**src/rtl/fetch_prefetch_unit_if.sv**
```systemverilog
// Fetch/prefetch unit bus: hazard-control inputs, instruction-memory handshake, IF/ID feed.
// FETCH_PERF_CNT_EN adds the StallCount performance counter signal.
interface fetch_prefetch_unit_if;
  localparam int unsigned XLEN = 32;

  logic            Consume;
  logic            Flush;
  logic [XLEN-1:0] FlushTarget;
  logic            ImemReq;
  logic [XLEN-1:0] ImemAddr;
  logic            ImemAck;
  logic [XLEN-1:0] ImemData;
  logic [XLEN-1:0] Instr;
  logic [XLEN-1:0] InstrPC4;
  logic            InstrValid;
`ifdef FETCH_PERF_CNT_EN
  logic [15:0]     StallCount;
`endif

  // Fetch unit side
  modport master (
    input  Consume, Flush, FlushTarget, ImemAck, ImemData,
    output ImemReq, ImemAddr, Instr, InstrPC4, InstrValid
`ifdef FETCH_PERF_CNT_EN
    , output StallCount
`endif
  );

  // Environment side: hazard logic, instruction memory and IF/ID register
  modport slave (
    output Consume, Flush, FlushTarget, ImemAck, ImemData,
    input  ImemReq, ImemAddr, Instr, InstrPC4, InstrValid
`ifdef FETCH_PERF_CNT_EN
    , input StallCount
`endif
  );
endinterface

```
**src/rtl/fetch_prefetch_unit.sv**
```systemverilog
// Instruction prefetch queue with a single-outstanding instruction-memory handshake and flush redirect.
// Optional stall-cycle counter enabled by defining FETCH_PERF_CNT_EN.
module fetch_prefetch_unit #(
  parameter int unsigned DEPTH    = 4,
  parameter logic [31:0] RESET_PC = 32'h0000_0000
) (
  input logic                   clk,
  input logic                   reset,
  fetch_prefetch_unit_if.master bus
);

  localparam int unsigned XLEN  = 32;
  localparam int unsigned PTR_W = (DEPTH > 1) ? $clog2(DEPTH) : 1;
  localparam int unsigned CNT_W = PTR_W + 1;

  localparam logic [1:0] S_IDLE  = 2'd0;
  localparam logic [1:0] S_WAIT  = 2'd1;
  localparam logic [1:0] S_DRAIN = 2'd2;

  typedef struct packed {
    logic [XLEN-1:0] instr;
    logic [XLEN-1:0] pc4;
  } entry_t;

  entry_t            mem_q [DEPTH];
  logic [PTR_W-1:0]  rd_ptr_q;
  logic [PTR_W-1:0]  wr_ptr_q;
  logic [CNT_W-1:0]  count_q;
  logic [XLEN-1:0]   fetch_pc_q;
  logic [XLEN-1:0]   req_addr_q;
  logic [1:0]        state_q;
  logic [1:0]        state_d;

  logic              req_c;
  logic              accept_c;
  logic              push_c;
  logic              pop_c;
  logic              not_full_c;
  logic              not_empty_c;
  logic [XLEN-1:0]   addr_c;
  entry_t            head_c;

  assign not_full_c  = (count_q < CNT_W'(DEPTH));
  assign not_empty_c = (count_q != '0);
  assign head_c      = mem_q[rd_ptr_q];

  // Next state and handshake decode; a pending request keeps its own address across a flush
  always_comb begin
    state_d  = state_q;
    req_c    = 1'b0;
    accept_c = 1'b0;
    addr_c   = fetch_pc_q;
    case (state_q)
      S_IDLE: begin
        if (!bus.Flush && not_full_c) begin
          req_c = 1'b1;
          if (bus.ImemAck) begin
            accept_c = 1'b1;
          end else begin
            state_d = S_WAIT;
          end
        end
      end
      S_WAIT: begin
        req_c  = 1'b1;
        addr_c = req_addr_q;
        if (bus.ImemAck) begin
          accept_c = !bus.Flush;
          state_d  = S_IDLE;
        end else if (bus.Flush) begin
          state_d = S_DRAIN;
        end
      end
      S_DRAIN: begin
        req_c  = 1'b1;
        addr_c = req_addr_q;
        if (bus.ImemAck) begin
          state_d = S_IDLE;
        end
      end
      default: state_d = S_IDLE;
    endcase
    if (!reset) begin
      req_c    = 1'b0;
      accept_c = 1'b0;
    end
  end

  assign push_c = accept_c;
  assign pop_c  = bus.Consume && not_empty_c && !bus.Flush;

  always_ff @(posedge clk or negedge reset) begin
    if (!reset) begin
      state_q <= S_IDLE;
    end else begin
      state_q <= state_d;
    end
  end

  // Fetch address and the address held by an in-flight request
  always_ff @(posedge clk or negedge reset) begin
    if (!reset) begin
      fetch_pc_q <= RESET_PC;
      req_addr_q <= RESET_PC;
    end else begin
      if (state_q == S_IDLE) begin
        req_addr_q <= fetch_pc_q;
      end
      if (bus.Flush) begin
        fetch_pc_q <= bus.FlushTarget;
      end else if (accept_c) begin
        fetch_pc_q <= fetch_pc_q + XLEN'(4);
      end
    end
  end

  // Queue pointers and occupancy; flush empties the queue regardless of push/pop
  always_ff @(posedge clk or negedge reset) begin
    if (!reset) begin
      rd_ptr_q <= '0;
      wr_ptr_q <= '0;
      count_q  <= '0;
    end else if (bus.Flush) begin
      rd_ptr_q <= '0;
      wr_ptr_q <= '0;
      count_q  <= '0;
    end else begin
      if (push_c) begin
        wr_ptr_q <= wr_ptr_q + PTR_W'(1);
      end
      if (pop_c) begin
        rd_ptr_q <= rd_ptr_q + PTR_W'(1);
      end
      case ({push_c, pop_c})
        2'b10:   count_q <= count_q + CNT_W'(1);
        2'b01:   count_q <= count_q - CNT_W'(1);
        default: count_q <= count_q;
      endcase
    end
  end

  always_ff @(posedge clk) begin
    if (push_c) begin
      mem_q[wr_ptr_q] <= '{instr: bus.ImemData, pc4: addr_c + XLEN'(4)};
    end
  end

  assign bus.ImemReq    = req_c;
  assign bus.ImemAddr   = addr_c;
  assign bus.InstrValid = not_empty_c;
  assign bus.Instr      = not_empty_c ? head_c.instr : '0;
  assign bus.InstrPC4   = not_empty_c ? head_c.pc4   : '0;

`ifdef FETCH_PERF_CNT_EN
  logic [15:0] stall_cnt_q;

  // Saturating count of cycles with nothing to hand to decode
  always_ff @(posedge clk or negedge reset) begin
    if (!reset) begin
      stall_cnt_q <= '0;
    end else if (bus.Flush) begin
      stall_cnt_q <= '0;
    end else if (!not_empty_c && (stall_cnt_q != 16'hFFFF)) begin
      stall_cnt_q <= stall_cnt_q + 16'd1;
    end
  end

  assign bus.StallCount = stall_cnt_q;
`endif

endmodule
```
**src/flat_wrapper.sv**
```systemverilog
// flat-port wrapper written by rule: the top's interface ports become plain ports
module fetch_prefetch_unit_flat 
#(
  parameter int unsigned DEPTH    = 4,
  parameter logic [31:0] RESET_PC = 32'h0000_0000
)
  (clk, reset, bus_Consume, bus_Flush, bus_FlushTarget, bus_ImemAck, bus_ImemData, bus_ImemReq, bus_ImemAddr, bus_Instr, bus_InstrPC4, bus_InstrValid);
  fetch_prefetch_unit_if bus_i ();
  input logic clk;
  input logic reset;
  input wire logic [$bits(bus_i.Consume)-1:0] bus_Consume;
  input wire logic [$bits(bus_i.Flush)-1:0] bus_Flush;
  input wire logic [$bits(bus_i.FlushTarget)-1:0] bus_FlushTarget;
  input wire logic [$bits(bus_i.ImemAck)-1:0] bus_ImemAck;
  input wire logic [$bits(bus_i.ImemData)-1:0] bus_ImemData;
  output wire logic [$bits(bus_i.ImemReq)-1:0] bus_ImemReq;
  output wire logic [$bits(bus_i.ImemAddr)-1:0] bus_ImemAddr;
  output wire logic [$bits(bus_i.Instr)-1:0] bus_Instr;
  output wire logic [$bits(bus_i.InstrPC4)-1:0] bus_InstrPC4;
  output wire logic [$bits(bus_i.InstrValid)-1:0] bus_InstrValid;
  assign bus_i.Consume = bus_Consume;
  assign bus_i.Flush = bus_Flush;
  assign bus_i.FlushTarget = bus_FlushTarget;
  assign bus_i.ImemAck = bus_ImemAck;
  assign bus_i.ImemData = bus_ImemData;
  assign bus_ImemReq = bus_i.ImemReq;
  assign bus_ImemAddr = bus_i.ImemAddr;
  assign bus_Instr = bus_i.Instr;
  assign bus_InstrPC4 = bus_i.InstrPC4;
  assign bus_InstrValid = bus_i.InstrValid;
  fetch_prefetch_unit #(.DEPTH(DEPTH), .RESET_PC(RESET_PC)) u_core (.clk(clk), .reset(reset), .bus(bus_i));
endmodule
```
**config.mk**
```make
export PLATFORM = sky130hd
export DESIGN_NAME = fetch_prefetch_unit_flat
export DESIGN_NICKNAME = d
export VERILOG_FILES = /design/src/rtl/fetch_prefetch_unit_if.sv /design/src/rtl/fetch_prefetch_unit.sv /design/src/flat_wrapper.sv
export SDC_FILE = /design/constraint.sdc
export NUM_CORES = 1
export LEC_CHECK = 0
export BUFFER_PORTS_ARGS = -buffer_cell sky130_fd_sc_hd__buf_2
export CORE_MARGIN = 4
export CORE_UTILIZATION = 40
export CTS_CLUSTER_SIZE = 10
export DETAILED_ROUTE_END_ITERATION = 16
export MAX_ROUTING_LAYER = met4
export PLACE_DENSITY = 0.68
export SYNTH_ARGS = -nofsm -noshare
export SYNTH_HDL_FRONTEND = slang
export SYNTH_SLANG_ARGS = --single-unit
```
**constraint.sdc**
```tcl
create_clock -name clk -period 7.3 [get_ports clk]
set_clock_uncertainty 0.05 [all_clocks]
set_input_delay 0.365 -clock clk [delete_from_list [all_inputs] [get_ports clk]]
set_output_delay 0.365 -clock clk [all_outputs]
set_load 0.01 [all_outputs]
```
==> impl_metrics.yaml, run 1 <==
place:
  placed_area_um2: 15700
  dp_hpwl_um: 19600
  numPortBuffers: 166
  gp_congestion: 0.838
drt:
  avgViaCountPerCell: 5.31
  drtAntennaViolNets: 0
  num_vias: 8397
  routedWlPerCell_um: 19.9
  drt_iter0_drc: 555
  drtPass1Iterations: 4
  wirelength_um: 31500
  drc_errors: 0
critical_path:
  worstPathArrival_ps: 3540
  cp-start-kind: "flip-flop"
  crit_required_ps: 7380
  critical_path_class: "flip-flop to flip-flop"
  cp_max_fo: 64
  cp-end-kind: "flip-flop"
synthesis:
  syn_area_um2: 14400
  ys.flop_type: "edfxtp_1"
  synth_area_per_cell_um2: 15.9
  synth_seq_area_share_pct: 66.2
  synth_nets: 985
  ys_ff_latch: 329
  synthCells: 904
  synth_warnings: 0
  synth_cell_types: 57
  synth-edff-count: 256
  synthArstFlopShare_pct: 22.2
floorplan:
  io_pins: 167
  die_y_um: 198
  rows: 69
  dieArea_um2: 39000
  core_um2: 35500
  chipWidth_um: 198
  start_util_pct: 40.5
finish:
  finalInstanceArea_um2: 17000
  area_growth_syn_to_layout_pct: 18.5
  final_common_cell: "edfxtp_1"
  drive_above_1_share_pct: 31.5
  layout.nets: 1185
  most-common-layout-cells: "edfxtp_1, buf_2, dfrtp_1, and2_1, mux4_2"
job:
  maxCapViolCount: 0
timing:
  rsz0062_at_grt: "false"
  period_needed_ps: 3460
  hold_violations: 0
  period_share_pct: 47.4
  worstMarginPinSlew_ps: 1020
  drv_slew: 0
  setup_viol: 0
  max_slew_margin_pct: 31.8
  setup-tns-final_ps: 0
  clock.fmax_ghz: 0.289
clocking:
  clkTransAtPathRegs_ps: 60
  cts-root-buf: "clkbuf_16"
  cts_tree: "built"
  worst_skew_pair.late_latency_ps: 510
  cts.sinks: 329
  clock_path_buffers: 3
  cts_made_buffers: 39
  post-cts-setup-buffer-count: 0
  cts_resized: 0
  cts_hold_buf: 32
  htreeDepth: 2
power_and_ir_drop:
  powerDensity_nw_per_um2: 365
  power.internal_mw: 4.21
  power.switching_mw: 2.00
  p_clk_share_pct: 26.9
  switching_share_pct: 32.2
  irDropWorstVdd_uv: 206
  power.leakage_nw: 6.18
  power_frac_comb_pct: 32.5
  sequentialPowerShare_pct: 40.6
global_routing:
  grt_max_degree: 73
  track_usage_pct: 16.4
  overflow: 0
  grt_pass1_wl_um: 49200
  antenna_found_initial: 1
  grt_pass1_vias: 8645
status:
  status: "finished clean"
hold_path:
  hp-class: "input pin to flip-flop"
layout make-up:
cell class / count / area (µm²)
Multi-Input combinational cell: 500 / 4570
Tap cell: 461 / 577
Clock inverter: 3 / 37.5
Sequential cell: 329 / 9520
Antenna cell: 1 / 2.50
Timing Repair Buffer: 206 / 1210
Fill cell: 3037 / 18400
Clock buffer: 53 / 1030
Inverter: 28 / 105
metrics by stage:
step / setup slack (ps) / cells / hold slack, ps / total power, mW / util [%]
floorplan: 3630 / 904 / 19.4 / 3.88 / -
global placement: 3900 / 1492 / 135 / 4.57 / 44.1
global route: 3580 / 1581 / 10.8 / 6.57 / 48.0
finish: 3840 / 1581 / 16.9 / 6.22 / 48.0
detailed placement: 3760 / 1492 / 137 / 4.62 / 44.1
CTS: 3740 / 1580 / 2.25 / 6.31 / 48.0
flip-flops by register name, indices dropped and copies added (netlist names):
register	count
u_core.mem_q	256
u_core.wr_ptr_q	2
u_core.state_q	2
u_core.rd_ptr_q	2
u_core.count_q	3
u_core.fetch_pc_q	32
u_core.req_addr_q	32
power groups by stage:
stage | combinational [mW] | clock [mW] | sequential [mW]
6_report | 2.02 | 1.67 | 2.52
5_1_grt | 2.22 | 1.80 | 2.55
4_1_cts | 2.07 | 1.71 | 2.52
3_5_place_dp | 2.06 | 0 | 2.56
3_3_place_gp | 2.01 | 0 | 2.55
2_1_floorplan | 1.40 | 0 | 2.48
cell usage after synthesis (13+ instances only):
| cell | count | area (µm²) |
|---|---|---|
| edfxtp_1 | 256 | 7690 |
| clkbuf_1 | 28 | 105 |
| mux4_2 | 64 | 1440 |
| inv_1 | 27 | 101 |
| mux2i_1 | 15 | 150 |
| xnor2_1 | 22 | 193 |
| dfrtp_1 | 73 | 1830 |
| nand3_1 | 23 | 115 |
| mux2_2 | 50 | 563 |
| buf_2 | 14 | 70.1 |
| nand2_1 | 52 | 195 |
| o21ai_0 | 27 | 135 |
| and2_1 | 70 | 438 |
| nand4_1 | 15 | 93.8 |
| nor2_1 | 24 | 90.1 |
| nor3_1 | 13 | 65.1 |
kinds of logic after synthesis:
group / count (synthesis) / share of synthesized area, %
compound gates: 91 / 4.39
xor+xnor: 32 / 1.95
fa+ha+maj: 12 / 1.10
buf+inv: 75 / 2.18
flops: 329 / 66.2
mux: 129 / 15.0
simple gates: 236 / 9.24
final timing paths:
| check | slack [ps] | cells after the start | from | end |
|---|---|---|---|---|
| worst max-delay path | 3840 | 5 | u_core.state_q[1] | u_core.mem_q[0][40] |
| worst min register to register | 450 | 1 | u_core.req_addr_q[1] | u_core.req_addr_q[1] |
| worst max register to register | 3840 | 5 | u_core.state_q[1] | u_core.mem_q[0][40] |
| max in group asynchronous | 5810 | 3 | reset | u_core.rd_ptr_q[0] |
| worst min-delay path | 20 | 3 | bus_FlushTarget[3] | u_core.fetch_pc_q[3] |
| min in group asynchronous | 150 | 2 | reset | u_core.fetch_pc_q[24] |
routing by layer:
layer / wire length [µm] / vias up / track usage [%]
met2: 14600 / 246 / 25.1
li1: - / 3885 / -
met3: 1730 / 54 / 3.29
met1: 14600 / 4212 / 22.9
met5: 0 / - / -
met4: 617 / 0 / 3.98
critical path, cell delays in order (launching register included):
cell and delay [ps]:
dfrtp_1 400, inv_1 130, ha_2 790, nor2_1 210, nor4_4 550, and2_4 920
Note: power is estimated with default switching activity, not from simulation.
==> run 2: changes to the inputs <==
--- a/config.mk
+++ b/config.mk
@@ -11,7 +11,7 @@
 export CTS_CLUSTER_SIZE = 10
 export DETAILED_ROUTE_END_ITERATION = 16
 export MAX_ROUTING_LAYER = met4
-export PLACE_DENSITY = 0.68
+export PLACE_DENSITY = 0.7
 export SYNTH_ARGS = -nofsm -noshare
 export SYNTH_HDL_FRONTEND = slang
 export SYNTH_SLANG_ARGS = --single-unit
==> constraint.sdc (replaced) <==
create_clock -name clk -period 2.9 [get_ports clk]
set_clock_uncertainty 0.05 [all_clocks]
set_input_delay 0.145 -clock clk [delete_from_list [all_inputs] [get_ports clk]]
set_output_delay 0.145 -clock clk [all_outputs]
set_load 0.01 [all_outputs]
==> impl_metrics.yaml, run 2 (synthesis results as in run 1) <==
critical_path:
  reg2reg_slack_ps: 200
  r2r_start: "u_core.state_q[0]"
  cp-start-kind: "flip-flop"
  slowest_stage: "mux2i_1"
  critical_path_class: "flip-flop to output port"
  cp_max_fo: 19
  reg2reg_depth: 8
  slowest_delay_ps: 460
  crit_required_ps: 2710
  cp-end-kind: "output port"
  reg2reg_to: "u_core.mem_q[1][29]"
  worstPathArrival_ps: 2500
  crit_chain: "inv_2, ha_4, buf_4, mux2i_1, inv_1, buf_2"
finish:
  reg_top3: "u_core.mem_q: 256 flops, u_core.fetch_pc_q: 32 flops, u_core.req_addr_q: 32 flops"
  most-common-layout-cells: "edfxtp_1, buf_2, dfrtp_1, dlygate4sd3_1, and2_1"
  largest_reg_flops: 256
  layout.nets: 1247
  area_growth_syn_to_layout_pct: 23.5
  regMostFlops: "u_core.mem_q"
  fillers: 2976
  stdcell_count: 1645
  final_common_cell: "edfxtp_1"
  drive_above_1_share_pct: 32.7
global_routing:
  grt_max_degree: 73
  overflow: 0
  grt_pass1_vias: 8754
  antenna_found_initial: 1
  track_usage_pct: 16.9
  grt_pass1_wl_um: 50000
clocking:
  cts_tree: "built"
  cts_made_buffers: 39
  cts.sinks: 329
  htreeDepth: 2
  worst_skew_pair.late_latency_ps: 520
  clkTransAtPathRegs_ps: 60
  cts-root-buf: "clkbuf_16"
  clock_path_buffers: 3
timing:
  setup-tns-final_ps: 0
  max_slew_margin_pct: 38.5
  setup_viol: 0
  holdWs_ps: 316
  clock.fmax_ghz: 0.371
  hold_violations: 0
  period_share_pct: 93.0
  rsz0062_at_grt: "false"
  period_needed_ps: 2700
  drv_slew: 0
  worstMarginPinSlew_ps: 923
hold_path:
  min_to: "u_core.fetch_pc_q[10]"
  hp-start: "bus_FlushTarget[10]"
  hold_path_depth: 4
  hp-class: "input pin to flip-flop"
drt:
  drt_iter0_drc: 481
  num_vias: 8576
  drc_errors: 0
  drtPass1Iterations: 5
  wirelength_um: 32200
  drtAntennaViolNets: 0
  routedWlPerCell_um: 19.6
  avgViaCountPerCell: 5.21
floorplan:
  chipWidth_um: 198
  rows: 69
  start_util_pct: 40.5
  io_pins: 167
  core_um2: 35500
  dieArea_um2: 39000
  die_y_um: 198
status:
  status: "finished clean"
place:
  dp.cells: 1515
  numPortBuffers: 166
  gp_congestion: 0.836
  dp_hpwl_um: 21000
power_and_ir_drop:
  power.leakage_nw: 6.52
  powerDensity_nw_per_um2: 901
  irDropWorstVdd_uv: 397
job:
  maxCapViolCount: 0
## run 2: changes by cell type in the layout (fill, tap and decap cells not counted), sizes merged
cell         previous run  this run
dlygate4sd3            32        70
buf                   174       198
clkbuf                 53        56
clkinv                  4         3
## run 2: worst max path at each step
stage | from | cells after the start | slack (ps) | endpoint
3_5_place_dp | u_core.state_q[0] | 7 | 60 | u_core.mem_q[1][29]
2_1_floorplan | u_core.state_q[1] | 7 | -80 | u_core.mem_q[0][0]
4_1_cts | u_core.state_q[0] | 7 | 20 | u_core.mem_q[1][29]
5_1_grt | u_core.state_q[0] | 6 | 50 | bus_ImemAddr[28]
6_report | u_core.state_q[0] | 6 | 200 | bus_ImemAddr[28]
3_3_place_gp | u_core.state_q[0] | 7 | 170 | u_core.mem_q[0][29]
## run 2: where the power goes
part / switching (mW) / leakage (nW) / total [mW] / internal (mW)
sequential: 0.338 / 3.21 / 6.27 / 5.94
clock: 1.73 / 0.537 / 4.31 / 2.58
combinational: 2.99 / 2.78 / 5.43 / 2.44
total: 5.06 / 6.52 / 16.0 / 10.9
## run 2: final cells by class
class                           instances  area, µm²  area share [%]
Multi-Input combinational cell        500       4620            26.0
Antenna cell                            1       2.50          0.0141
Sequential cell                       329       9520            53.6
Clock buffer                           56       1090            6.15
Clock inverter                          2       10.0          0.0563
Timing Repair Buffer                  268       1840            10.3
Inverter                               28        105           0.592
Tap cell                              461        577            3.25
## run 2: what timing repair did
action	CTS	global route
hold buffers	70	0
endpoints found under the setup margin	0	42
hold endpoints to repair	239	0
gates resized for setup	0	3
buffers inserted	0	1
## run 2: routing by layer
layer  routed length (µm)  track usage [%]
met1                14400             22.4
met2                15500             27.2
met3                 1800             3.46
met4                  516             4.11
met5                    0                -
## run 2: stage by stage
| step | util (%) | cell area [µm²] | worst slack [ps] | total power, mW |
|---|---|---|---|---|
| detailed placement | 44.9 | 15900 | 59.5 | 11.8 |
| CTS | 50.0 | 17700 | 21.7 | 16.2 |
| finish | 50.1 | 17800 | 204 | 16.0 |
| floorplan | - | 14400 | -79.5 | 9.85 |
| global placement | 44.9 | 15900 | 166 | 11.7 |
| global route | 50.1 | 17800 | 53.7 | 16.9 |
## run 2: worst max-delay path: cells and delay by family, from the launching register on
family | cells | cell delay (ps)
mux | 1 | 460
fa+ha+maj | 1 | 430
flops | 1 | 420
buf+inv | 4 | 660
==> run 3: changes to the inputs <==
==> constraint.sdc (replaced) <==
create_clock -name clk -period 2.4 [get_ports clk]
set_clock_uncertainty 0.05 [all_clocks]
set_input_delay 0.12 -clock clk [delete_from_list [all_inputs] [get_ports clk]]
set_output_delay 0.12 -clock clk [all_outputs]
set_load 0.01 [all_outputs]
==> impl_metrics.yaml, run 3 (synthesis results as in run 1) <==
status:
  status: "finished with violations"
  violations: "setup timing"
global_routing:
  grt_pass1_vias: 9005
  antenna_found_initial: 0
  overflow: 0
  grt_pass1_wl_um: 51500
  track_usage_pct: 17.4
  grt_max_degree: 67
place:
  gp_congestion: 0.912
  dp_hpwl_um: 22000
  numPortBuffers: 166
  placed_area_um2: 16400
finish:
  layout.nets: 1306
  regMostFlops: "u_core.mem_q"
  largest_reg_flops: 256
  reg_top3: "u_core.mem_q: 256 flops, u_core.fetch_pc_q: 32 flops, u_core.req_addr_q: 32 flops"
  postLayoutCoreUtil_pct: 53.2
  finalInstanceArea_um2: 18900
  num_antenna_cells: 0
  fillers: 2851
  most-common-layout-cells: "edfxtp_1, buf_2, dfrtp_1, dlygate4sd3_1, mux4_2"
  drive_above_1_share_pct: 40.1
  final_common_cell: "edfxtp_1"
  area_growth_syn_to_layout_pct: 31.2
drt:
  drt_iter0_drc: 457
  met1_length_um: 14600
  drc_errors: 0
  routedWlPerCell_um: 19.8
  num_vias: 8899
  drtPass1Iterations: 5
  avgViaCountPerCell: 5.22
  drtAntennaViolNets: 0
  wl_met2_um: 16500
  wirelength_um: 33900
  highest_layer: "met4"
  wl_met3_um: 2070
power_and_ir_drop:
  switching_share_pct: 31.4
  powerDensity_nw_per_um2: 1120
  power_frac_comb_pct: 38.5
  irDropWorstVdd_uv: 598
  power.leakage_nw: 7.06
  power.switching_mw: 6.64
  p_clk_share_pct: 25.3
  power.internal_mw: 14.5
  p_total_mw: 21.1
  sequentialPowerShare_pct: 36.2
timing:
  hold_violations: 0
  worstMarginPinSlew_ps: 525
  rsz0062_at_grt: "true"
  holdWs_ps: 207
  drv_slew: 0
  setup_viol: 4
  clock.fmax_ghz: 0.415
  setup_ws_ps: -7.93
  period_needed_ps: 2410
  max_slew_margin_pct: 64.7
  period_share_pct: 100
floorplan:
  io_pins: 167
  die_y_um: 198
  start_util_pct: 40.5
  core_um2: 35500
  chipWidth_um: 198
  rows: 69
  dieArea_um2: 39000
clocking:
  worst_skew_pair.late_latency_ps: 530
  cts_made_buffers: 40
  clkTransAtPathRegs_ps: 60
  cts.sinks: 329
  cts-root-buf: "clkbuf_16"
  htreeDepth: 2
  clock_path_buffers: 3
  cts_tree: "built"
critical_path:
  slowest_delay_ps: 380
  cp_max_fo: 5
  worstPathArrival_ps: 2620
  cp-start-kind: "flip-flop"
  crit_required_ps: 2610
  crit_chain: "inv_2, ha_4, bufbuf_16, nand4b_1, a21boi_2, and3_4, buf_6, nand4_1, xnor2_2"
  cp-end-kind: "flip-flop"
  critical_path_class: "flip-flop to flip-flop"
  slowest_stage: "dfrtp_1"
hold_path:
  hp-class: "input pin to asynchronous set/reset pin"
job:
  maxCapViolCount: 0
-- run 3: cell types whose count changed in the layout (fill, tap and decap cells not counted), moves of 10 or more --
cell / before / now
xnor2_2: 1 / 11
and2_1: 66 / 51
buf_12: 5 / 16
buf_2: 166 / 152
xnor2_1: 21 / 10
buf_6: 1 / 24
buf_4: 26 / 60
and2_4: 4 / 19
-- run 3: metal layers --
layer	vias to the layer above	global-route usage (%)
met5	-	-
li1	4115	-
met3	52	2.98
met4	0	4.16
met1	4441	23.7
met2	291	27.6
-- run 3: final timing paths --
path | start | end | slack (ps) | cells after the start
setup / recovery | u_core.state_q[0] | u_core.mem_q[1][31] | -8 | 9
hold / removal | reset | u_core.fetch_pc_q[12] | 210 | 3
setup reg to reg | u_core.state_q[0] | u_core.mem_q[1][31] | -8 | 9
hold reg to reg | u_core.req_addr_q[1] | u_core.req_addr_q[1] | 460 | 1
max in group asynchronous | reset | u_core.rd_ptr_q[0] | 1190 | 4
min in group clk | bus_FlushTarget[16] | u_core.fetch_pc_q[16] | 280 | 4
-- run 3: cell type report --
class                           instances  area [µm²]  area share (%)
Timing Repair Buffer                  326        2630            13.9
Clock buffer                           56        1100            5.84
Sequential cell                       329        9520            50.5
Tap cell                              461         577            3.06
Multi-Input combinational cell        500        4900            26.0
Clock inverter                          6        38.8           0.206
Inverter                               28         105           0.557
-- run 3: repair_timing --
action                                  in CTS  in global routing
setup buffers                                8                 10
gates cloned                                 3                  1
hold buffers                                68                  0
endpoints found under the setup margin     100                118
gates resized for setup                     20                 74
endpoints found under the hold margin      205                  0
pin swaps                                    6                 10
-- run 3: through the flow --
| step | setup TNS [ps] | cells | setup slack, ps |
|---|---|---|---|
| after CTS | -51.3 | 1695 | -7.21 |
| final | -31.0 | 1706 | -7.93 |
| after floorplan | -40670 | 904 | -384 |
| after global routing | -2810 | 1706 | -96.1 |
| after detailed placement | -745 | 1555 | -34.3 |
| after global placement | 0 | 1555 | 37.0 |
-- run 3: worst max-delay path: cells and delay by family, from the launching register on --
kind,cells,cell delay [ps]
xor+xnor,1,210
compound gates,1,190
buf+inv,3,490
flops,1,380
simple gates,3,560
fa+ha+maj,1,240
-- run 3: power groups by stage --
stage                     clock network, mW  logic (mW)  registers, mW
after floorplan                           0        4.41           7.53
after detailed placement                  0        6.98           7.71
after global placement                    0        6.84           7.69
after CTS                              5.48        7.57           7.60
after global routing                   5.74        8.81           7.70
final                                  5.34        8.14           7.65
